## src/rtl/code_lock_pkg.sv

```systemverilog
// Shared types and constants for the parametrised code lock.
package code_lock_pkg;

  typedef enum logic [1:0] {
    ST_ENTRY,
    ST_OPEN,
    ST_PROG,
    ST_LOCKED
  } state_t;

  // Active-low segment patterns, bit order {A,B,C,D,E,F,G}
  localparam logic [6:0] SEG_S     = 7'b0100100;
  localparam logic [6:0] SEG_P     = 7'b0011000;
  localparam logic [6:0] SEG_F     = 7'b0111000;
  localparam logic [6:0] SEG_BLANK = 7'b1111111;

  // LSB position of digit slot idx; slot 0 occupies the MSBs of the code register
  function automatic int unsigned slot_lsb(input int unsigned idx,
                                           input int unsigned code_len,
                                           input int unsigned digit_w);
    return (code_len - 1 - idx) * digit_w;
  endfunction

endpackage

```

## src/rtl/code_lock_param_hex7seg_dec.sv

```systemverilog
// Combinational 4-bit to active-low 7-segment hex decoder, output {A,B,C,D,E,F,G}.
module hex7seg_dec (
  input  logic [3:0] i_hex,
  output logic [6:0] o_seg
);

  always_comb begin
    o_seg = 7'b1111111;
    case (i_hex)
      4'h0: o_seg = 7'b0000001;
      4'h1: o_seg = 7'b1001111;
      4'h2: o_seg = 7'b0010010;
      4'h3: o_seg = 7'b0000110;
      4'h4: o_seg = 7'b1001100;
      4'h5: o_seg = 7'b0100100;
      4'h6: o_seg = 7'b0100000;
      4'h7: o_seg = 7'b0001111;
      4'h8: o_seg = 7'b0000000;
      4'h9: o_seg = 7'b0000100;
      4'hA: o_seg = 7'b0001000;
      4'hB: o_seg = 7'b1100000;
      4'hC: o_seg = 7'b0110001;
      4'hD: o_seg = 7'b1000010;
      4'hE: o_seg = 7'b0110000;
      4'hF: o_seg = 7'b0111000;
      default: o_seg = 7'b1111111;
    endcase
  end

endmodule

```

## src/rtl/code_lock_param.sv

```systemverilog
// Parametrised sequential code lock with reprogrammable code, error tolerance,
// timed or permanent lockout, and a registered active-low 7-segment display.
module code_lock_param
  import code_lock_pkg::*;
#(
  parameter int unsigned DIGIT_W     = 4,
  parameter int unsigned CODE_LEN    = 6,
  parameter int unsigned MAX_ERRORS  = 1,
  parameter int unsigned LOCKOUT_CYC = 0,
  parameter logic [DIGIT_W*CODE_LEN-1:0] DEFAULT_CODE = 24'h590981
) (
  input  logic                                  clk,
  input  logic                                  reset,
  input  logic                                  insere,
  input  logic                                  prog,
  input  logic [DIGIT_W:1]                      numero,
  output logic                                  LED,
  output logic                                  aberto,
  output logic                                  bloqueado,
  output logic [$clog2(MAX_ERRORS+2)-1:0]       err_cnt,
  output logic                                  A,
  output logic                                  B,
  output logic                                  C,
  output logic                                  D,
  output logic                                  E,
  output logic                                  F,
  output logic                                  G
);

  localparam int unsigned IDX_W  = $clog2(CODE_LEN);
  localparam int unsigned ERR_W  = $clog2(MAX_ERRORS + 2);
  localparam int unsigned CNT_W  = (LOCKOUT_CYC == 0) ? 1 : $clog2(LOCKOUT_CYC + 1);
  localparam int unsigned CODE_W = DIGIT_W * CODE_LEN;

  state_t              r_state, w_state_n;
  logic [IDX_W-1:0]    r_idx, w_idx_n;
  logic [CODE_W-1:0]   r_code, w_code_n;
  logic [ERR_W-1:0]    r_err, w_err_n;
  logic [CNT_W-1:0]    r_cnt, w_cnt_n;
  logic                r_insere_q;
  logic                r_led, r_aberto, r_bloq;
  logic [6:0]          r_seg, w_seg_n;
  logic                w_accept;
  logic [DIGIT_W-1:0]  w_cur_digit;
  logic [3:0]          w_hex_in;
  logic [6:0]          w_hex_seg;

  assign w_accept = insere & ~r_insere_q;
  assign w_hex_in = 4'(numero);

  hex7seg_dec u_hex (
    .i_hex (w_hex_in),
    .o_seg (w_hex_seg)
  );

  always_comb begin
    w_state_n   = r_state;
    w_idx_n     = r_idx;
    w_code_n    = r_code;
    w_err_n     = r_err;
    w_cnt_n     = r_cnt;
    w_seg_n     = SEG_BLANK;
    w_cur_digit = r_code[slot_lsb(int'(r_idx), CODE_LEN, DIGIT_W) +: DIGIT_W];

    case (r_state)
      ST_ENTRY: begin
        if (w_accept) begin
          if (numero == w_cur_digit) begin
            if (r_idx == IDX_W'(CODE_LEN - 1)) begin
              w_state_n = ST_OPEN;
              w_idx_n   = '0;
            end else begin
              w_idx_n = r_idx + 1'b1;
            end
          end else begin
            // r_err never exceeds MAX_ERRORS while in ENTRY, so +1 cannot pass saturation
            w_err_n = r_err + 1'b1;
            if (r_err >= ERR_W'(MAX_ERRORS)) begin
              w_state_n = ST_LOCKED;
              w_cnt_n   = CNT_W'(LOCKOUT_CYC);
            end
          end
        end
      end
      ST_OPEN: begin
        if (w_accept) begin
          w_idx_n = '0;
          if (prog) begin
            w_state_n = ST_PROG;
          end else begin
            w_state_n = ST_ENTRY;
            w_err_n   = '0;
          end
        end
      end
      ST_PROG: begin
        if (w_accept) begin
          w_code_n[slot_lsb(int'(r_idx), CODE_LEN, DIGIT_W) +: DIGIT_W] = numero;
          if (r_idx == IDX_W'(CODE_LEN - 1)) begin
            w_state_n = ST_ENTRY;
            w_idx_n   = '0;
            w_err_n   = '0;
          end else begin
            w_idx_n = r_idx + 1'b1;
          end
        end
      end
      ST_LOCKED: begin
        if (LOCKOUT_CYC != 0) begin
          if (r_cnt == CNT_W'(1)) begin
            w_state_n = ST_ENTRY;
            w_idx_n   = '0;
            w_err_n   = '0;
            w_cnt_n   = '0;
          end else begin
            w_cnt_n = r_cnt - 1'b1;
          end
        end
      end
      default: w_state_n = ST_ENTRY;
    endcase

    case (w_state_n)
      ST_ENTRY, ST_PROG: w_seg_n = w_hex_seg;
      ST_OPEN:           w_seg_n = (w_err_n == '0) ? SEG_S : SEG_P;
      ST_LOCKED:         w_seg_n = SEG_F;
      default:           w_seg_n = SEG_BLANK;
    endcase
  end

  always_ff @(posedge clk) begin
    if (reset) begin
      r_state    <= ST_ENTRY;
      r_idx      <= '0;
      r_code     <= DEFAULT_CODE;
      r_err      <= '0;
      r_cnt      <= '0;
      r_insere_q <= 1'b0;
      r_led      <= 1'b0;
      r_aberto   <= 1'b0;
      r_bloq     <= 1'b0;
      r_seg      <= SEG_BLANK;
    end else begin
      r_state    <= w_state_n;
      r_idx      <= w_idx_n;
      r_code     <= w_code_n;
      r_err      <= w_err_n;
      r_cnt      <= w_cnt_n;
      r_insere_q <= insere;
      r_led      <= (w_err_n != '0);
      r_aberto   <= (w_state_n == ST_OPEN);
      r_bloq     <= (w_state_n == ST_LOCKED);
      r_seg      <= w_seg_n;
    end
  end

  assign LED       = r_led;
  assign aberto    = r_aberto;
  assign bloqueado = r_bloq;
  assign err_cnt   = r_err;
  assign {A, B, C, D, E, F, G} = r_seg;

endmodule

```

## config.mk

```make
export PLATFORM = sky130hd
export DESIGN_NAME = code_lock_param
export DESIGN_NICKNAME = d
export VERILOG_FILES = /design/src/rtl/code_lock_pkg.sv /design/src/rtl/code_lock_param_hex7seg_dec.sv /design/src/rtl/code_lock_param.sv
export SDC_FILE = /design/constraint.sdc
export NUM_CORES = 1
export LEC_CHECK = 0
export CORE_UTILIZATION = 42
export DETAILED_ROUTE_END_ITERATION = 16
export HOLD_SLACK_MARGIN = 0.03
export PLACE_DENSITY_LB_ADDON = 0.2
export SYNTH_ARGS = -nofsm -noshare
export SYNTH_HDL_FRONTEND = slang
export SYNTH_SLANG_ARGS = --single-unit
```

## constraint.sdc

```tcl
create_clock -name clk -period 2.8 [get_ports clk]
set_input_delay 0.42 -clock clk [delete_from_list [all_inputs] [get_ports clk]]
set_output_delay 0.42 -clock clk [all_outputs]
set_load 0.1 [all_outputs]
```

# Word level (Yosys, flattened, before mapping)
# Memories as Yosys holds them, arrays and structs flattened.
# Cells that the tools add are included.
[classes]
bitwise_logic = 2
n_lt_le_gt_ge = 1
mux = 25
n_shift = 3
n_div = 0
eq_ne = 11
n_mul = 0
addsub = 4
reduce_logical = 8
[op_table]
columns = ["op", "n"]
rows = [
  ["$neg A32 Y34", 1],
  ["$shift A4 B34 Y24 const A", 1],
  ["$shiftx A4 B34 Y24", 1],
  ["$shiftx A24 B33 Y4", 1],
  ["$mux W2", 14],
  ["$bwmux W24", 1],
  ["$pmux W7 S3", 1],
  ["$mux W3", 5],
  ["$pmux W2 S3", 2],
  ["$pmux W3 S3", 1],
  ["$ne A2 B2 Y1 const B", 4],
  ["$eq A2 B2 Y1 const B", 3],
  ["$logic_not A2 Y1", 3],
  ["$mux W6", 1],
  ["$reduce_and A5 Y1", 1],
  ["$eq A2 B1 Y1 const B", 2],
  ["$eq A4 B4 Y1", 1],
  ["$sub A3 B3 Y4 const A", 1],
  ["$add A3 B1 Y3 const B", 1],
  ["$eq A3 B3 Y1 const B", 1],
  ["$reduce_bool A3 Y1", 1],
  ["$add A2 B1 Y2 const B", 1],
  ["$ge A2 B1 Y1 const B", 1],
  ["$reduce_and A2 Y1", 1],
  ["4 further kinds", 4],
]
[word_totals]
romBits = 112
register_bits = 42
output_inout_bits = 12
wordCells = 64
input_bits = 8
mem_count = 1
ram_bits = 0
latchBits = 0
[mem_list]
columns = ["memory", "words", "word_bits", "read_ports", "rd_clocked_by_memory_dff", "write_ports", "line_no", "source"]
rows = [
  ["(no name shown)", 16, 7, 1, 0, 0, "code_lock_param_hex7seg_dec.sv:9", "case (i_hex)"],
]

# Logic depth before layout (Yosys ltp)
[logic_depth]
depth_word = 9
mapped_depth = 12
depth_no_buf = 11

# Cells and area by module
# From an unflattened synthesis, not the netlist that was laid out.
[unflattened]
hier_cells = 297
area_unflattened_um2 = 2508.7
[by_module_without_submodules]
columns = ["module", "cells_per_inst", "area_each_um2", "instances", "seq_area_each_um2"]
rows = [
  ["code_lock_param", 262, 2260.9, 1, 840.8],
  ["hex7seg_dec", 35, 247.7, 1, 0.0],
]

# Worst setup path before layout
# Ideal clock, no wire load.
[synth_timing]
kind = "register to register"
startpoint = "reg r_idx[1]"
endpoint = "reg r_seg[2]"
period_less_slack_ns = 2.778
n_path_buf = 2
setup_ns = 0.120
required_time_ns = 2.680
path_stages_with_launch = 12
path_slack_ns = 0.022
arrival_time_ns = 2.659
path_cell_list = "dfxtp_1 -> inv_1 -> ha_1 -> buf_6 -> or3b_4 -> nor2_1 -> o31a_2 -> o22ai_2 -> or2_4 -> o211a_1 -> buf_6 -> o31a_1"
[synth_between]
elab_chain_len = 9
word_cells_on_any_way = 23
cone_classes = "add/sub (1); eq/ne (5); shift (1); mux (13); reduce/logical (3)"
[synth_lines]
columns = ["element", "line_no", "source"]
rows = [
  ["start: declaration", "code_lock_param.sv:36", "logic [IDX_W-1:0] r_idx, w_idx_n;"],
  ["start signal: assignment", "code_lock_param.sv:145", "r_idx <= w_idx_n;"],
  ["$sub A3 B3 Y4", "code_lock_pkg.sv:21", "return (code_len - 1 - idx) * digit_w;"],
  ["$shiftx A24 B33 Y4", "code_lock_param.sv:63", "w_cur_digit = r_code[slot_lsb(int'(r_idx), CODE_LEN, DIGIT_W) +: DIGIT_W];"],
  ["$eq A4 B4 Y1", "code_lock_param.sv:68", "if (numero == w_cur_digit) begin"],
  ["$mux W2", "code_lock_param.sv:68", ""],
  ["$mux W2", "code_lock_param.sv:67", "if (w_accept) begin"],
  ["$pmux W2 S3", "code_lock_param.sv:65", "case (r_state)"],
  ["$eq A2 B2 Y1 (tied with other cells)", "code_lock_param.sv:123", "case (w_state_n)"],
  ["$reduce_or A2 Y1 / $mux W6 (equally long branches)", "code_lock_param.sv:123, code_lock_param.sv:125", ""],
  ["$pmux W7 S3 *", "code_lock_param.sv:123", ""],
  ["end signal: assignment", "code_lock_param.sv:153", "r_seg <= w_seg_n;"],
  ["end: declaration", "code_lock_param.sv:42", "logic [6:0] r_seg, w_seg_n;"],
]
# Mark *: on every way between the ends. The rest lies on a longest branch, timed or not.
# A chain may end at the register's enable or synchronous reset.

# Final worst setup path
[layout_timing]
startpoint = "reg r_idx[2]"
endpoint = "reg r_code[2]"
[layout_between]
elab_chain_len = 4
word_cells_on_any_way = 5
cone_classes = "add/sub (2); shift (2); mux (1)"
[layout_lines]
columns = ["element", "line_no", "source"]
rows = [
  ["$sub A3 B3 Y4 *", "code_lock_pkg.sv:21", ""],
  ["$neg A32 Y34 *", "code_lock_param.sv:98", "w_code_n[slot_lsb(int'(r_idx), CODE_LEN, DIGIT_W) +: DIGIT_W] = numero;"],
  ["$shiftx A4 B34 Y24 / $shift A4 B34 Y24 (equally long branches)", "code_lock_param.sv:98", ""],
  ["$bwmux W24 *", "code_lock_param.sv:98", ""],
  ["end signal: assignment", "code_lock_param.sv:146", "r_code <= w_code_n;"],
  ["end: declaration", "code_lock_param.sv:37", "logic [CODE_W-1:0] r_code, w_code_n;"],
]
# Marks and branches as above.

==> qor.yml <==
status: "completed"
finClkSkew_ps: 12.9
rsz0062_at_grt: "true"
synthArstFlopShare_pct: 0
seq_power_share_pct: 41.4
p_per_area_nw_per_um2: 493
fill_cells: 527
synthSimpleGateAreaFrac_pct: 26.6
dp_hpwl_mm: 4.26
num_rows: 27
grt_start_max_net_pins: 22
drt_first_pass_iters: 4
num_io_pins: 20
yosys.cell_count.top_type: "nor2_1"
finalPower_mw: 1.53
synth_edf_count: 0
cp_top_family: "simple AND/OR/NAND/NOR gates"
synth_compound_area_share_pct: 15.2
ant_nets: 0
r2r-start: "r_idx[2]$_SDFFE_PP0P_"
path_buf_inv: 2
htree_num_levels: 2
synthesis.nets: 316
hold_viol_final: 0
synthesis.area_um2: 2540
dieWidth_um: 79.8
first_global_vias: 1996
p_int_mw: 1.02
worst-path-max-fanout: 6
cts_buffers: 5
gp_congestion: 0.818
peakVddDrop_v: 0.000422
synthDominantCellAreaShare_pct: 33.1
area_growth_pct: 21.8
synthCells: 291
r2r_slack_ps: 70
clock_latency_ps: 300
crit_type: "register to register"
setup_violations: 0
synthAdderAreaFrac_pct: 8.66
synth_top_family_by_area: "simple AND/OR/NAND/NOR gates"
synth_flop_cell: "dfxtp_1"
drc: 0
drv_slew: 0
synth.area.top_cells: "dfxtp_1, mux2i_1, ha_1, nor2_1, a21oi_1"
drtIter0Drc: 58
cts_buffer_depth: 2
synth_seq_cells: 42
via_per_inst: 5.36
rr_endpoint: "r_code[2]$_SDFFE_PP0P_"
overflow: 0
combinationalPowerShare_pct: 26.4
drive_above_1_share_pct: 23.6
gr-usage-all-layers_pct: 19.0
crit_slowest_cell: "dfxtp_1"
post_synth_mux_area_share_pct: 11.2
nNetsFinal: 350
die_h_um: 79.8
port_buffers: 19
pwr-share-clk_pct: 32.2
slowest_delay_ps: 420
cts_root_buf: "clkbuf_8"
r2r.worst_path.cells: 10
min_path_cells: 1
min_to: "r_code[20]$_SDFFE_PP1P_"
yosysSeqAreaShare_pct: 33.1
cts_tree: "built"
leakagePower_nw: 1.24
grt_pass1_wl_mm: 9.31
start_util_pct: 44.8
max_slew_margin_pct: 66.0
wl_per_cell_um: 14.5
cp.depth: 10
hold-worst-slack_ps: 471
clock-sinks: 42
timing.final.crit_period_ps: 2730
worst_hold_path_type: "register to register"
yosys-top-cells-count: "nor2_1, dfxtp_1, mux2i_1"
antenna_found_initial: 0
critPathLaunchType: "register"
switchingPower_mw: 0.510
endpoint_kind: "register"
hold_start: "r_code[20]$_SDFFE_PP1P_"
wirelength_mm: 5.76
finalCritPeriodShare_pct: 97.4
required_ps: 2990
arrival_ps: 2920
synth_cell_types: 53
synth_area_leader_cell: "dfxtp_1"
netSwitchingFraction_pct: 33.4
fp.dieArea_um2: 6370
max_freq_mhz: 367
yosys.area_share.xor_xnor_pct: 0
antenna_cells: 0
syn_avg_cell_area_um2: 8.74
vias: 2133
worst_pin_slew_ps: 502
yosys_warnings: 0
maxCapViolations: 0
core_area_um2: 5680
path_clk_slew_ps: 90
worstPathCellList: "ha_2, inv_1, ha_1, nor4bb_1, a21oi_1, or3_4, nor4_4, buf_4, mux2i_1, nor2_1"
state kept, by name (all words and copies together), names as in the netlist:
register,flops
r_code,24
r_seg,7
r_idx,3
err_cnt,2
r_state,2
LED,1
aberto,1
bloqueado,1
r_insere_q,1
cell type report:
class                           count  area (um2)  area share (%)
Clock buffer                        5        68.8            2.22
Clock inverter                      3        43.8            1.41
Inverter                           14        52.6            1.70
Multi-Input combinational cell    219        1660            53.6
Sequential cell                    42         842            27.2
Tap cell                           72        90.1            2.91
Timing Repair Buffer               43         340            11.0
power groups by stage:
stage	sequential (mW)	clock, mW	combinational (mW)
2_1_floorplan	0.777	0	0.158
3_3_place_gp	0.646	0	0.376
3_5_place_dp	0.647	0	0.376
4_1_cts	0.633	0.502	0.380
5_1_grt	0.636	0.530	0.432
6_report	0.632	0.491	0.402
per-layer routing:
metal / vias up / routed length (um) / global-route usage, %
met1: 998 / 2750 / 24.2
met3: 9 / 199 / 3.89
met2: 34 / 2740 / 31.7
li1: 1092 / - / -
met5: - / 0 / 0
met4: 0 / 68 / 6.43
timing repair:
item,CTS,global route
resized for setup,1,18
setup buffers,1,3
hold buffers,0,0
pin swaps,2,6
setup endpoints to repair,4,29
worst register-to-register path, stage by stage, from the launching register on:
cell and delay [ps]:
dfxtp_1 420, ha_2 290, inv_1 80, ha_1 340, nor4bb_1 300, a21oi_1 70
or3_4 390, nor4_4 310, buf_4 190, mux2i_1 180, nor2_1 50
cells in the final DEF (no fill, tap or decap), types with 3 or more instances in the layout:
cell             instances
dfxtp_1                 41
nor4_2                   3
ha_1                    14
nand2b_1                 5
nand3_1                  5
o21ai_1                  3
nand2_1                 14
or3_1                    3
o21ai_0                  8
clkbuf_8                 5
clkdlybuf4s50_1          7
a211o_1                  4
nor2_1                  45
a21o_1                   5
nor4_4                   4
a21oi_1                 13
nor4_1                   6
nor2b_1                  7
mux2i_1                 25
buf_4                   36
nor3_1                   7
inv_1                   13
o31a_2                   3
worst max-delay path by stage:
stage,endpoint,from,slack [ps]
after floorplan,r_seg[2]$_SDFF_PP1_,r_idx[1]$_SDFFE_PP0P_,20
after global placement,r_seg[2]$_SDFF_PP1_,r_idx[1]$_SDFFE_PP0P_,30
after detailed placement,r_code[0]$_SDFFE_PP1P_,r_idx[2]$_SDFFE_PP0P_,-8
after CTS,r_seg[4]$_SDFF_PP1_,r_idx[1]$_SDFFE_PP0P_,8
after global routing,r_code[3]$_SDFFE_PP0P_,r_idx[2]$_SDFFE_PP0P_,-60
final,r_code[2]$_SDFFE_PP0P_,r_idx[2]$_SDFFE_PP0P_,70
through the flow:
step	instances	setup TNS, ps	util (%)	instance area [um2]	worst slack [ps]
6_report	398	0	54.6	3100	73.2
5_1_grt	398	-165	54.6	3100	-59.3
4_1_cts	395	0	52.5	2980	8.26
3_5_place_dp	386	-11.4	50.4	2860	-8.41
3_3_place_gp	386	0	50.4	2860	25.9
2_1_floorplan	291	0	-	2540	21.7
kinds of logic after synthesis:
kind of cell,count (synthesis)
flip-flops,42
AND/OR/NAND/NOR,121
multiplexers,27
adder cells (fa/ha/maj),17
AO/OA/AOI/OAI,54
buffers and inverters,30
Note: power is estimated with default switching activity, not from simulation.
